<file path="src/rtl/adc_monitor_pkg.sv">
// Shared definitions for the ADC threshold monitor: sample width,
// supervisor FSM states and fault cause codes.
package adc_monitor_pkg;

  localparam int SAMPLE_W = 14;

  typedef enum logic [1:0] {
    WARMUP  = 2'd0,
    ARMED   = 2'd1,
    TRIPPED = 2'd2
  } mon_state_e;

  typedef enum logic [1:0] {
    FC_NONE  = 2'b00,
    FC_OVER  = 2'b01,
    FC_UNDER = 2'b10,
    FC_CFG   = 2'b11
  } fault_code_e;

endpackage

</file>
<file path="src/rtl/sample_ring_buffer.sv">
// Circular sample store for the moving average. The entry under the write
// pointer is always the oldest one, so it is what the next write evicts.
// window_ready_o tells the caller that a write now completes (or follows)
// a full window of samples.
module sample_ring_buffer #(
  parameter int DEPTH_LOG2 = 3,
  parameter int WIDTH      = 14
) (
  input  logic             clk,
  input  logic             rstn,
  input  logic             wr_en_i,
  input  logic [WIDTH-1:0] wr_data_i,
  output logic [WIDTH-1:0] oldest_o,
  output logic             window_ready_o
);

  localparam int                DEPTH     = 1 << DEPTH_LOG2;
  localparam logic [DEPTH_LOG2:0] FILL_FULL = (DEPTH_LOG2 + 1)'(DEPTH);
  localparam logic [DEPTH_LOG2:0] FILL_LAST = FILL_FULL - 1'b1;

  logic [WIDTH-1:0]      mem_q [DEPTH];
  logic [DEPTH_LOG2-1:0] wr_ptr_q;
  logic [DEPTH_LOG2:0]   fill_q;

  // Write newest over oldest, advance the wrapping pointer, count fill-up.
  always_ff @(posedge clk or negedge rstn) begin
    if (!rstn) begin
      for (int i = 0; i < DEPTH; i++) mem_q[i] <= '0;
      wr_ptr_q <= '0;
      fill_q   <= '0;
    end else if (wr_en_i) begin
      mem_q[wr_ptr_q] <= wr_data_i;
      wr_ptr_q        <= wr_ptr_q + 1'b1;
      if (fill_q != FILL_FULL) fill_q <= fill_q + 1'b1;
    end
  end

  assign oldest_o       = mem_q[wr_ptr_q];
  assign window_ready_o = (fill_q >= FILL_LAST);

endmodule

</file>
<file path="src/rtl/adc_threshold_monitor.sv">
// Moving-average threshold monitor with debounced, latched safety fault.
// Stage 1 keeps the running window sum and publishes the average; stage 2
// compares it against the limits, runs the debounce counter and the
// WARMUP/ARMED/TRIPPED supervisor FSM.
module adc_threshold_monitor
  import adc_monitor_pkg::*;
#(
  parameter int AVG_LOG2   = 3,
  parameter int TRIP_COUNT = 4
) (
  input  logic                clk,
  input  logic                rstn,
  input  logic                sample_valid,
  input  logic [15:0]         sample_data,
  input  logic [SAMPLE_W-1:0] thresh_hi,
  input  logic [SAMPLE_W-1:0] thresh_lo,
  input  logic                fault_clear,
  output logic                avg_valid,
  output logic [SAMPLE_W-1:0] avg_value,
  output logic                over_limit,
  output logic                under_limit,
  output logic                fault,
  output logic [1:0]          fault_code
);

  localparam int              SUM_W    = SAMPLE_W + AVG_LOG2;
  localparam int              CNT_W    = 4;
  localparam logic [CNT_W-1:0] TRIP_CNT = CNT_W'(TRIP_COUNT);

  logic [SAMPLE_W-1:0] sample_in;
  logic [SAMPLE_W-1:0] oldest;
  logic                window_ready;
  logic                unused_upper;

  assign sample_in    = sample_data[SAMPLE_W-1:0];
  assign unused_upper = ^sample_data[15:SAMPLE_W];

  sample_ring_buffer #(
    .DEPTH_LOG2 (AVG_LOG2),
    .WIDTH      (SAMPLE_W)
  ) u_ring (
    .clk            (clk),
    .rstn           (rstn),
    .wr_en_i        (sample_valid),
    .wr_data_i      (sample_in),
    .oldest_o       (oldest),
    .window_ready_o (window_ready)
  );

  // ---- stage 1: running sum and average ----
  logic [SUM_W-1:0]    sum_q, sum_d;
  logic                avg_valid_q, avg_valid_d;
  logic [SAMPLE_W-1:0] avg_value_q;

  // The sum always contains the evicted entry, so the subtraction cannot wrap.
  assign sum_d       = sum_q + SUM_W'(sample_in) - SUM_W'(oldest);
  assign avg_valid_d = sample_valid & window_ready;

  // Update the window sum per sample; publish the average once the window is full.
  always_ff @(posedge clk or negedge rstn) begin
    if (!rstn) begin
      sum_q       <= '0;
      avg_valid_q <= 1'b0;
      avg_value_q <= '0;
    end else begin
      avg_valid_q <= avg_valid_d;
      if (sample_valid) sum_q <= sum_d;
      if (avg_valid_d) avg_value_q <= sum_d[SUM_W-1:AVG_LOG2];
    end
  end

  // ---- stage 2: limit compare, debounce, supervisor FSM ----
  logic             over_now, under_now, out_of_range, cfg_err;
  logic             avg_trip, trip_now, clear_ok;
  logic             over_q, under_q;
  logic [CNT_W-1:0] dbnc_q, dbnc_d;
  mon_state_e       state_q, state_d;
  fault_code_e      code_q, code_d, trip_code;

  assign over_now     = (avg_value_q > thresh_hi);
  assign under_now    = (avg_value_q < thresh_lo);
  assign out_of_range = over_now | under_now;
  assign cfg_err      = (thresh_lo > thresh_hi);
  assign avg_trip     = avg_valid_q & out_of_range & (dbnc_d == TRIP_CNT);
  assign trip_now     = cfg_err | avg_trip;
  assign trip_code    = cfg_err ? FC_CFG : (over_now ? FC_OVER : FC_UNDER);
  // Clearing needs the last average in range, and consistent limits for a config fault.
  assign clear_ok     = fault_clear && (dbnc_q == '0) && ((code_q != FC_CFG) || !cfg_err);

  // Debounce counter, saturating so it can keep counting while tripped.
  always_comb begin
    dbnc_d = dbnc_q;
    if (avg_valid_q) begin
      if (!out_of_range)          dbnc_d = '0;
      else if (dbnc_q >= TRIP_CNT) dbnc_d = TRIP_CNT;
      else                         dbnc_d = dbnc_q + 1'b1;
    end
  end

  // Next-state and fault-code logic; a trip always beats a clear.
  always_comb begin
    state_d = state_q;
    code_d  = code_q;
    case (state_q)
      WARMUP: begin
        if (avg_valid_d) state_d = ARMED;
      end
      ARMED: begin
        if (trip_now) begin
          state_d = TRIPPED;
          code_d  = trip_code;
        end
      end
      TRIPPED: begin
        if (clear_ok) begin
          if (trip_now) begin
            code_d = trip_code;
          end else begin
            state_d = ARMED;
            code_d  = FC_NONE;
          end
        end
      end
      default: begin
        state_d = WARMUP;
        code_d  = FC_NONE;
      end
    endcase
  end

  // State, fault code and debounce registers.
  always_ff @(posedge clk or negedge rstn) begin
    if (!rstn) begin
      state_q <= WARMUP;
      code_q  <= FC_NONE;
      dbnc_q  <= '0;
    end else begin
      state_q <= state_d;
      code_q  <= code_d;
      dbnc_q  <= dbnc_d;
    end
  end

  // Limit flags reflect the most recent average and hold between strobes.
  always_ff @(posedge clk or negedge rstn) begin
    if (!rstn) begin
      over_q  <= 1'b0;
      under_q <= 1'b0;
    end else if (avg_valid_q) begin
      over_q  <= over_now;
      under_q <= under_now;
    end
  end

  assign avg_valid   = avg_valid_q;
  assign avg_value   = avg_value_q;
  assign over_limit  = over_q;
  assign under_limit = under_q;
  assign fault       = (state_q == TRIPPED);
  assign fault_code  = code_q;

endmodule

</file>
<file path="config.mk">
export PLATFORM = sky130hd
export DESIGN_NAME = adc_threshold_monitor
export DESIGN_NICKNAME = d
export VERILOG_FILES = /design/src/rtl/adc_monitor_pkg.sv /design/src/rtl/sample_ring_buffer.sv /design/src/rtl/adc_threshold_monitor.sv
export SDC_FILE = /design/constraint.sdc
export NUM_CORES = 1
export LEC_CHECK = 0
export CAP_MARGIN = 20
export CORE_ASPECT_RATIO = 1.75
export CORE_UTILIZATION = 50
export CTS_CLUSTER_SIZE = 16
export DETAILED_ROUTE_END_ITERATION = 10
export GPL_ROUTABILITY_DRIVEN = 0
export PLACE_DENSITY = 0.77
export SLEW_MARGIN = 20
export SYNTH_ARGS = -nofsm -noshare
export SYNTH_HDL_FRONTEND = slang
export SYNTH_HIERARCHICAL = 1
export SYNTH_SLANG_ARGS = --single-unit
</file>
<file path="constraint.sdc">
create_clock -name clk -period 4.55 [get_ports clk]
set_input_delay 1.1375 -clock clk [delete_from_list [all_inputs] [get_ports clk]]
set_output_delay 1.1375 -clock clk [all_outputs]
set_load 0.05 [all_outputs]
</file>
## Yosys cells after proc, flatten, opt, wreduce, memory -nomap -nowiden

Index checks and enable logic that the tools add are counted.

- Magnitude comparators: 7
- Equal/unequal tests: 9
- Shifts and indexed selects: 0
- Bitwise logic cells: 7
- Div/mod/pow operators: 0
- Add/sub/neg operators: 5
- $mul: 0
- Reduce and logical (&&, ||, !) cells: 10
- Muxes and demuxes: 20

Operators with widths:

| kind | count |
|---|---|
| $bwmux W112 | 1 |
| $bmux W14 S3 | 1 |
| $demux W14 S3 | 1 |
| $mux W14 | 3 |
| $gt A14 B14 Y1 | 2 |
| $mux W2 | 9 |
| $add A17 B14 Y17 | 1 |
| $sub A17 B14 Y17 | 1 |
| $lt A14 B14 Y1 | 1 |
| $mux W4 | 3 |
| $pmux W2 S3 | 2 |
| $add A4 B1 Y4 const B | 2 |
| $ge A4 B3 Y1 const B | 2 |
| $ne A2 B2 Y1 const B | 4 |
| $eq A4 B3 Y1 const B | 1 |
| $ge A4 B4 Y1 const B | 1 |
| $logic_not A4 Y1 | 1 |
| $lt A4 B1 Y1 const B | 1 |
| $ne A4 B4 Y1 const B | 1 |
| $not A3 Y4 | 1 |
| $reduce_and A4 Y1 | 1 |
| $add A3 B1 Y3 const B | 1 |
| $and A1 B1 Y1 | 3 |
| $logic_and A1 B1 Y1 | 3 |
| 10 further kinds | 11 |

- Bits of input ports: 48
- Memories kept: 0
- Word-level logic and storage cells: 76
- RAM bits: 0
- Bits in latches: 0
- Bits in read-only memories: 0
- Output and inout port bits: 20
- Register bits after elaboration: 161

## Longest topological paths before layout

Gate-level depths: netlist of run 1.

- Word-level depth: 10
- Gate-level depth with buffers: 17
- Gate-level depth less buffers: 15

## Cells and area by module

Netlist of run 1, hierarchy kept.

Modules (own cells, without submodules):

| module | area each (um2) | cells each | times used | sequential area each (um2) |
|---|---|---|---|---|
| sample_ring_buffer | 5462.7 | 322 | 1 | 2977.9 |
| adc_threshold_monitor | 4023.9 | 449 | 1 | 1051.0 |

## Worst setup path after synthesis of run 1

OpenSTA, ideal clock, no wires.

- Kind: register -> register
- Start: register u_ring.wr_ptr_q[0]
- End: register avg_value_q[13], in the netlist avg_value[13]
- Data arrival time: 3.846 ns
- Setup slack: 0.579 ns
- Stages on the path, launching flop included: 17
- Library setup time: 0.125 ns
- Data required time: 4.425 ns
- Cells stage by stage: dfrtp_1 -> buf_4 -> buf_4 -> mux4_2 -> mux2_2 -> fa_1 -> inv_1 -> ha_1 -> buf_2 -> a21o_1 -> a21oi_1 -> a2bb2oi_1 -> a31oi_1 -> a211oi_2 -> xnor2_1 -> xor2_1 -> mux2_2

- Word-level cells in the longest chain between the ends: 5

Ends and longest elaborated chain:

| item | line | source |
|---|---|---|
| from (decl) | sample_ring_buffer.sv:22 | `logic [DEPTH_LOG2-1:0] wr_ptr_q;` |
| from (signal assigned) | sample_ring_buffer.sv:33 | `wr_ptr_q <= wr_ptr_q + 1'b1;` |
| $not A3 Y4 (implied by the code) | sample_ring_buffer.sv:38 | `assign oldest_o = mem_q[wr_ptr_q];` |
| $bmux W14 S3 | sample_ring_buffer.sv:38 |  |
| $mux W14 (implied by the code) (2 in a row) | sample_ring_buffer.sv:38 |  |
| via oldest[7] | adc_threshold_monitor.sv:31 | `logic [SAMPLE_W-1:0] oldest;` |
| $sub A17 B14 Y17 | adc_threshold_monitor.sv:56 | `assign sum_d = sum_q + SUM_W'(sample_in) - SUM_W'(oldest);` |
| to (signal assigned) | adc_threshold_monitor.sv:68 | `if (avg_valid_d) avg_value_q <= sum_d[SUM_W-1:AVG_LOG2];` |
| to (decl) | adc_threshold_monitor.sv:53 | `logic [SAMPLE_W-1:0] avg_value_q;` |

The timed path passes the listed nets, and every way through them passes these cells. The select of a mux whose other input is x is not followed.
A chain may end at the register's enable or synchronous reset.

## Final worst setup path of run 1

- Start: register u_ring.wr_ptr_q[0]
- End: register avg_value_q[12], in the netlist avg_value[12]

Same word-level chain as after synthesis.

==> impl_metrics.csv, run 1 <==
group,metric,value,unit
placement,io_buffers,65,
grt,use_met2,40.3,%
critical_path,cp_max_fo,10,
floorplanning,ios,68,
sta,post-route-min-period,4.25,ns
logic_synthesis,synthCells,771,
clocking,cts_hold_buf,0,
logic_synthesis,yosys.area.top_type,"dfrtp_1",
routing,wl_per_cell,17.6,um
clocking,insertion_delay,0.43,ns
cells_and_area,design_area,0.0112,mm2
logic_synthesis,synth_ff_type,"dfrtp_1",
critical_path,slowest_stage,"dfrtp_2",
logic_synthesis,syn_area_per_cell,12.3,um2
placement,hpwl,14400,um
grt,grt_max_degree,85,
grt,use_met3,3.11,%
critical_path,max_stage_delay,0.57,ns
hold_path,hp-class,"flip-flop to flip-flop",
sta,setup_viol,0,
critical_path,crit_top_cell,"mux2_2",
sta,skew,0.00873,ns
routing,via_per_inst,5.61,
routing,vias,6265,
clocking,htreeDepth,4,
floorplanning,start_util,51.1,%
floorplanning,die_area,0.0195,mm2
floorplanning,die_h,184,um
clocking,ctsResizeCount,0,
sta,maxSlewViolCount,0,
logic_synthesis,synth_top_area_share,42.5,%
critical_path,path_class,"flip-flop to flip-flop",
cells_and_area,diodes,0,
placement,placed_cell_area,0.0106,mm2
cells_and_area,drive_gt1_share,27.9,%
critical_path,cp_top_family,"multiplexers",
critical_path,start_kind,"flip-flop",
clocking,cts_root_buffer,"clkbuf_16",
critical_path,required,4.86,ns
flow_run,maxCapViolCount,0,
clocking,postCtsSetupBuffers,0,
logic_synthesis,yosysMostFrequentCell,"dfrtp_1",
grt,grt_antenna_before_repair,0,
grt,top_usage_layer,"met2",
clocking,clk_pin_slew,0.06,ns
logic_synthesis,syn_area,0.00949,mm2
routing,ant_nets,0,
placement,dp.cells,1086,
routing,drtIter0Drc,291,
cells_and_area,area_delta_synth_final,17.6,%
critical_path,cp_data_arrival_time,4.57,ns
floorplanning,rows,66,
grt,grt_pass1_vias,6823,
logic_synthesis,synth_enable_flop_cells,0,
clocking,cts_tree,"done",
critical_path,path_buf_inv,2,
cells_and_area,nets,997,
logic_synthesis,synthTopCellsByArea,"dfrtp_1 (42%), mux2_2 (15%), ha_1 (9.0%)",
routing,drt_pass1_iterations,4,
status,status,"finished clean",
sta,clock.fmax,235,MHz
grt,gr-total-overflow,0,
grt,grt_first_pass_wirelength,32800,um
logic_synthesis,synth_cell_types,64,
critical_path,setup.worst_path.end_class,"flip-flop",
sta,hold_violations,0,
critical_path,path_cells,"buf_4, mux4_2, mux2_2, fa_1, inv_1, ha_1, o21ai_1, nor3_1, nor2_1, a311oi_1, a41oi_1, a21oi_1, xor2_1, mux2_2",
sta,worst_slew_pin_slew,1.02,ns
logic_synthesis,yosysWarnings,6,
routing,wl,19600,um
logic_synthesis,ys_async_sr_fraction,100,%
floorplanning,die_w,106,um
routing,drt_drc_violations_left,0,
critical_path,r2r_setup_slack,0.30,ns
grt,use_met1,23.6,%
logic_synthesis,synth_commonest_cells,"dfrtp_1 (161), mux2_2 (125), inv_1 (97)",
sta,finalCritPeriodShare,93.5,%
grt,grt.total_usage,21.8,%
floorplanning,core-area,0.0186,mm2
logic_synthesis,ys_seq_area_share,42.5,%
clocking,clock_sinks,161,
clocking,cts_buffer_depth,2,
logic_synthesis,syn-num-nets,901,
sta,relSlewSlack,31.8,%
sta,rsz0062_at_grt,"no",
cells_and_area,layout.cells.non_filler,1117,
logic_synthesis,ys_ff_latch,161,
clocking,numCtsBuffers,17,
[sequential cells by signal, summed over array words and instances (netlist names)]
name             count
avg_valid            1
avg_value           14
dbnc_q               4
fault_code           2
over_limit           1
state_q              2
sum_q               17
u_ring/fill_q        4
u_ring/mem_q       112
u_ring/wr_ptr_q      3
under_limit          1
[routing by layer]
metal,vias to the layer above,share of wire [%]
met1,3155,40
li1,2920,-
met3,49,2.7
met5,-,0
met4,0,3.8
met2,141,54
[final timing paths]
| path | startpoint | depth (start not counted) | to |
|---|---|---|---|
| setup reg to reg | u_ring/wr_ptr_q[0] | 14 | avg_value[12] |
| min in group asynchronous | rstn | 1 | u_ring/mem_q[15] |
| hold reg to reg | u_ring/mem_q[23] | 1 | u_ring/mem_q[23] |
| setup / recovery | u_ring/wr_ptr_q[0] | 14 | avg_value[12] |
| hold / removal | u_ring/mem_q[23] | 1 | u_ring/mem_q[23] |
| max in group asynchronous | rstn | 2 | u_ring/mem_q[54] |
[layout by cell type, fill, tap and decap left out, types with 3 or more instances in the layout]
cell type,netlist,routed
nand2b_1,7,7
fa_1,14,14
inv_1,97,97
xor2_1,4,4
o21ai_0,17,17
clkdlybuf4s50_1,0,63
clkbuf_16,0,17
buf_4,11,36
nand4_1,10,10
nand2_1,32,32
dfrtp_1,161,160
nor3_1,9,9
clkinvlp_4,0,4
a211oi_2,4,4
xnor2_1,15,15
nor2_1,13,13
mux2_2,125,125
mux4_2,28,28
clkbuf_8,0,4
o21ai_1,13,13
a21o_1,10,10
o21bai_1,4,4
ha_1,68,68
nand4b_4,3,3
nor2b_1,4,4
mux2_1,23,23
a21oi_1,27,27
o21a_1,3,3
nand3_1,10,10
[logic make-up (layout without fill, tap and decap cells)]
kind of cell             count (synthesis)  after routing  share of synthesized area (%)
buffers and inverters                  126            234                           5.59
XOR/XNOR                                19             19                           1.75
AND/OR/NAND/NOR                        102            102                           6.42
adder cells (fa/ha/maj)                 82             82                           11.9
multiplexers                           178            178                           24.4
AO/OA/AOI/OAI                          103            103                           7.41
flip-flops                             161            161                           42.5
[per-stage QoR]
step / hold WS (ns) / TNS (ns) / util, % / worst slack (ns)
after detailed placement: 0.477 / -0.0293 / 57.0 / -0.0190
after global routing: 0.504 / 0 / 60.0 / 0.0593
after floorplan: 0.459 / 0 / - / 0.579
after CTS: 0.491 / 0 / 60.0 / 0.269
final: 0.487 / 0 / 60.0 / 0.298
after global placement: 0.468 / 0 / 57.0 / 0.0232
[cell type report]
type                    count  area (um2)
inverters                 100         375
fillers                  1462        7430
multi-input cells         484        4930
flip-flops and latches    161        4030
repair buffers            103         957
clock inverters             8        78.8
well taps                 238         298
clock buffers              23         488
[worst reg2reg max path, cell delays in order (launching register included)]
cell	delay [ns]
dfrtp_2	0.57
buf_4	0.28
mux4_2	0.53
mux2_2	0.31
fa_1	0.50
inv_1	0.04
ha_1	0.33
o21ai_1	0.10
nor3_1	0.18
nor2_1	0.10
a311oi_1	0.41
a41oi_1	0.22
a21oi_1	0.20
xor2_1	0.10
mux2_2	0.27
Power of run 1 is left out: the tool's default activity adds up to more than one toggle a clock period on the data nets, which glitch-free logic cannot reach.
==> run 2, diff against run 1 <==
--- a/config.mk
+++ b/config.mk
@@ -7,6 +7,7 @@
 export LEC_CHECK = 0
 export CAP_MARGIN = 20
 export CORE_ASPECT_RATIO = 1.75
+export CORE_MARGIN = 10
 export CORE_UTILIZATION = 50
 export CTS_CLUSTER_SIZE = 16
 export DETAILED_ROUTE_END_ITERATION = 10
==> run 2 against run 1 <==
Register-to-register slack barely moved. Sequential share of layout area down 0.17 points. Utilization hardly changed. Setup slack worse by 0.0038 ns. First-iteration DRC count rose by 41%. Die area rose by 28%. Final cell count up 0.18%. Critical endpoint unchanged. Clock skew decreased by 0.00072 ns.
==> impl_metrics.csv, run 2 (same netlist as run 1, synthesis figures left out) <==
group,metric,value,unit
floorplanning,core-area,0.0187,mm2
routing,vias,6218,
placement,io_buffers,65,
cells_and_area,largest_register_ffs,112,
clocking,cts_root_buffer,"clkbuf_16",
clocking,htreeDepth,4,
floorplanning,ios,68,
cells_and_area,regMostFlops,"u_ring/mem_q",
critical_path,crit_top_cell,"mux2_2",
sta,hold_violations,0,
clocking,clock_sinks,161,
floorplanning,die_h,202,um
critical_path,slowest_stage,"fa_1",
clocking,insertion_delay,0.42,ns
critical_path,path_class,"flip-flop to flip-flop",
sta,skew,0.00801,ns
critical_path,r2r_cells,14,
grt,grt_pass1_vias,6856,
routing,drtIter0Drc,409,
clocking,clk_pin_slew,0.06,ns
grt,grt_antenna_before_repair,0,
critical_path,cp_data_arrival_time,4.56,ns
clocking,ctsResizeCount,0,
sta,worst_slew_pin_slew,1.08,ns
grt,gr-total-overflow,0,
flow_run,maxCapViolCount,0,
critical_path,max_stage_delay,0.56,ns
routing,drt_drc_violations_left,0,
floorplanning,start_util,50.8,%
cells_and_area,drive_gt1_share,27.8,%
critical_path,cp_top_family,"multiplexers",
placement,place_ws,-0.0346,ns
clocking,cts_hold_buf,0,
critical_path,path_buf_inv,2,
cells_and_area,diodes,0,
critical_path,start_kind,"flip-flop",
cells_and_area,area_delta_synth_final,18.1,%
grt,top_usage_layer,"met2",
sta,maxSlewViolCount,0,
clocking,cts_tree,"done",
grt,grt.total_usage,17.3,%
floorplanning,die_area,0.0251,mm2
critical_path,timing.rr.end,"avg_value[12]",
critical_path,endpoint,"avg_value[12]",
routing,wl,20900,um
grt,grt_first_pass_wirelength,34400,um
sta,post-route-min-period,4.26,ns
grt,grt_max_degree,97,
hold_path,hp-class,"flip-flop to flip-flop",
clocking,cts_buffer_depth,2,
routing,drt_pass1_iterations,4,
cells_and_area,layout_common_cells,"dfrtp_1 (160), mux2_2 (125), inv_1 (97)",
critical_path,cp-startpoint,"u_ring/wr_ptr_q[0]",
cells_and_area,fillers,1483,
critical_path,required,4.85,ns
critical_path,cp.depth,14,
sta,timing.final.ws_setup,0.294,ns
floorplanning,rows,66,
sta,relSlewSlack,28.1,%
sta,rsz0062_at_grt,"no",
grt,use_met3,3.29,%
sta,setup_viol,0,
grt,use_met2,31.4,%
status,status,"finished clean",
clocking,postCtsSetupBuffers,0,
critical_path,r2r_start,"u_ring/wr_ptr_q[0]",
critical_path,path_cells,"buf_12, mux4_2, mux2_2, fa_1, inv_1, ha_1, a211oi_1, nor3_1, nor2_1, a311oi_1, a41oi_1, a21oi_1, xor2_1, mux2_2",
critical_path,cp_max_fo,11,
sta,finalCritPeriodShare,93.5,%
clocking,numCtsBuffers,17,
floorplanning,die_w,124,um
routing,via_per_inst,5.56,
critical_path,setup.worst_path.end_class,"flip-flop",
grt,use_met1,18.6,%
routing,ant_nets,0,
critical_path,r2r_setup_slack,0.29,ns
cells_and_area,nets,998,
cells_and_area,layout_commonest_cell,"dfrtp_1",
routing,wl_per_cell,18.7,um
sta,clock.fmax,235,MHz
placement,hpwl,15200,um
[run 2: layout make-up]
cell class | instances | area (um2) | area share, %
flip-flops and latches | 161 | 4030 | 36.0
inverters | 100 | 375 | 3.35
clock buffers | 23 | 468 | 4.18
clock inverters | 9 | 133 | 1.18
multi-input cells | 484 | 4930 | 44.0
repair buffers | 104 | 977 | 8.72
well taps | 238 | 298 | 2.66
[run 2: metrics by stage]
step / cell area [um2] / utilization, % / hold WS [ns] / instances / TNS (ns)
2_1_floorplan: 9490 / - / 0.459 / 771 / 0
3_3_place_gp: 10600 / 56.8 / 0.468 / 1087 / -0.0184
4_1_cts: 11200 / 60.1 / 0.492 / 1119 / 0
6_report: 11200 / 60.1 / 0.491 / 1119 / 0
5_1_grt: 11200 / 60.1 / 0.511 / 1119 / 0
3_5_place_dp: 10600 / 56.8 / 0.479 / 1087 / -0.0815
[run 2: worst min path at each step]
stage	depth (start not counted)	from	to	slack (ns)
2_1_floorplan	1	u_ring/mem_q[17]	u_ring/mem_q[17]	0.46
3_5_place_dp	1	u_ring/mem_q[17]	u_ring/mem_q[17]	0.48
5_1_grt	1	u_ring/mem_q[20]	u_ring/mem_q[20]	0.51
4_1_cts	1	u_ring/mem_q[17]	u_ring/mem_q[17]	0.49
3_3_place_gp	1	u_ring/mem_q[17]	u_ring/mem_q[17]	0.47
6_report	1	u_ring/mem_q[17]	u_ring/mem_q[17]	0.49
[run 2: per-layer routing]
layer | share of wire, % | up-vias
met4 | 3.0 | 0
met5 | 0 | -
met1 | 37 | 3118
li1 | - | 2930
met2 | 55 | 136
met3 | 4.3 | 34
Power of run 2 is left out for the same reason.
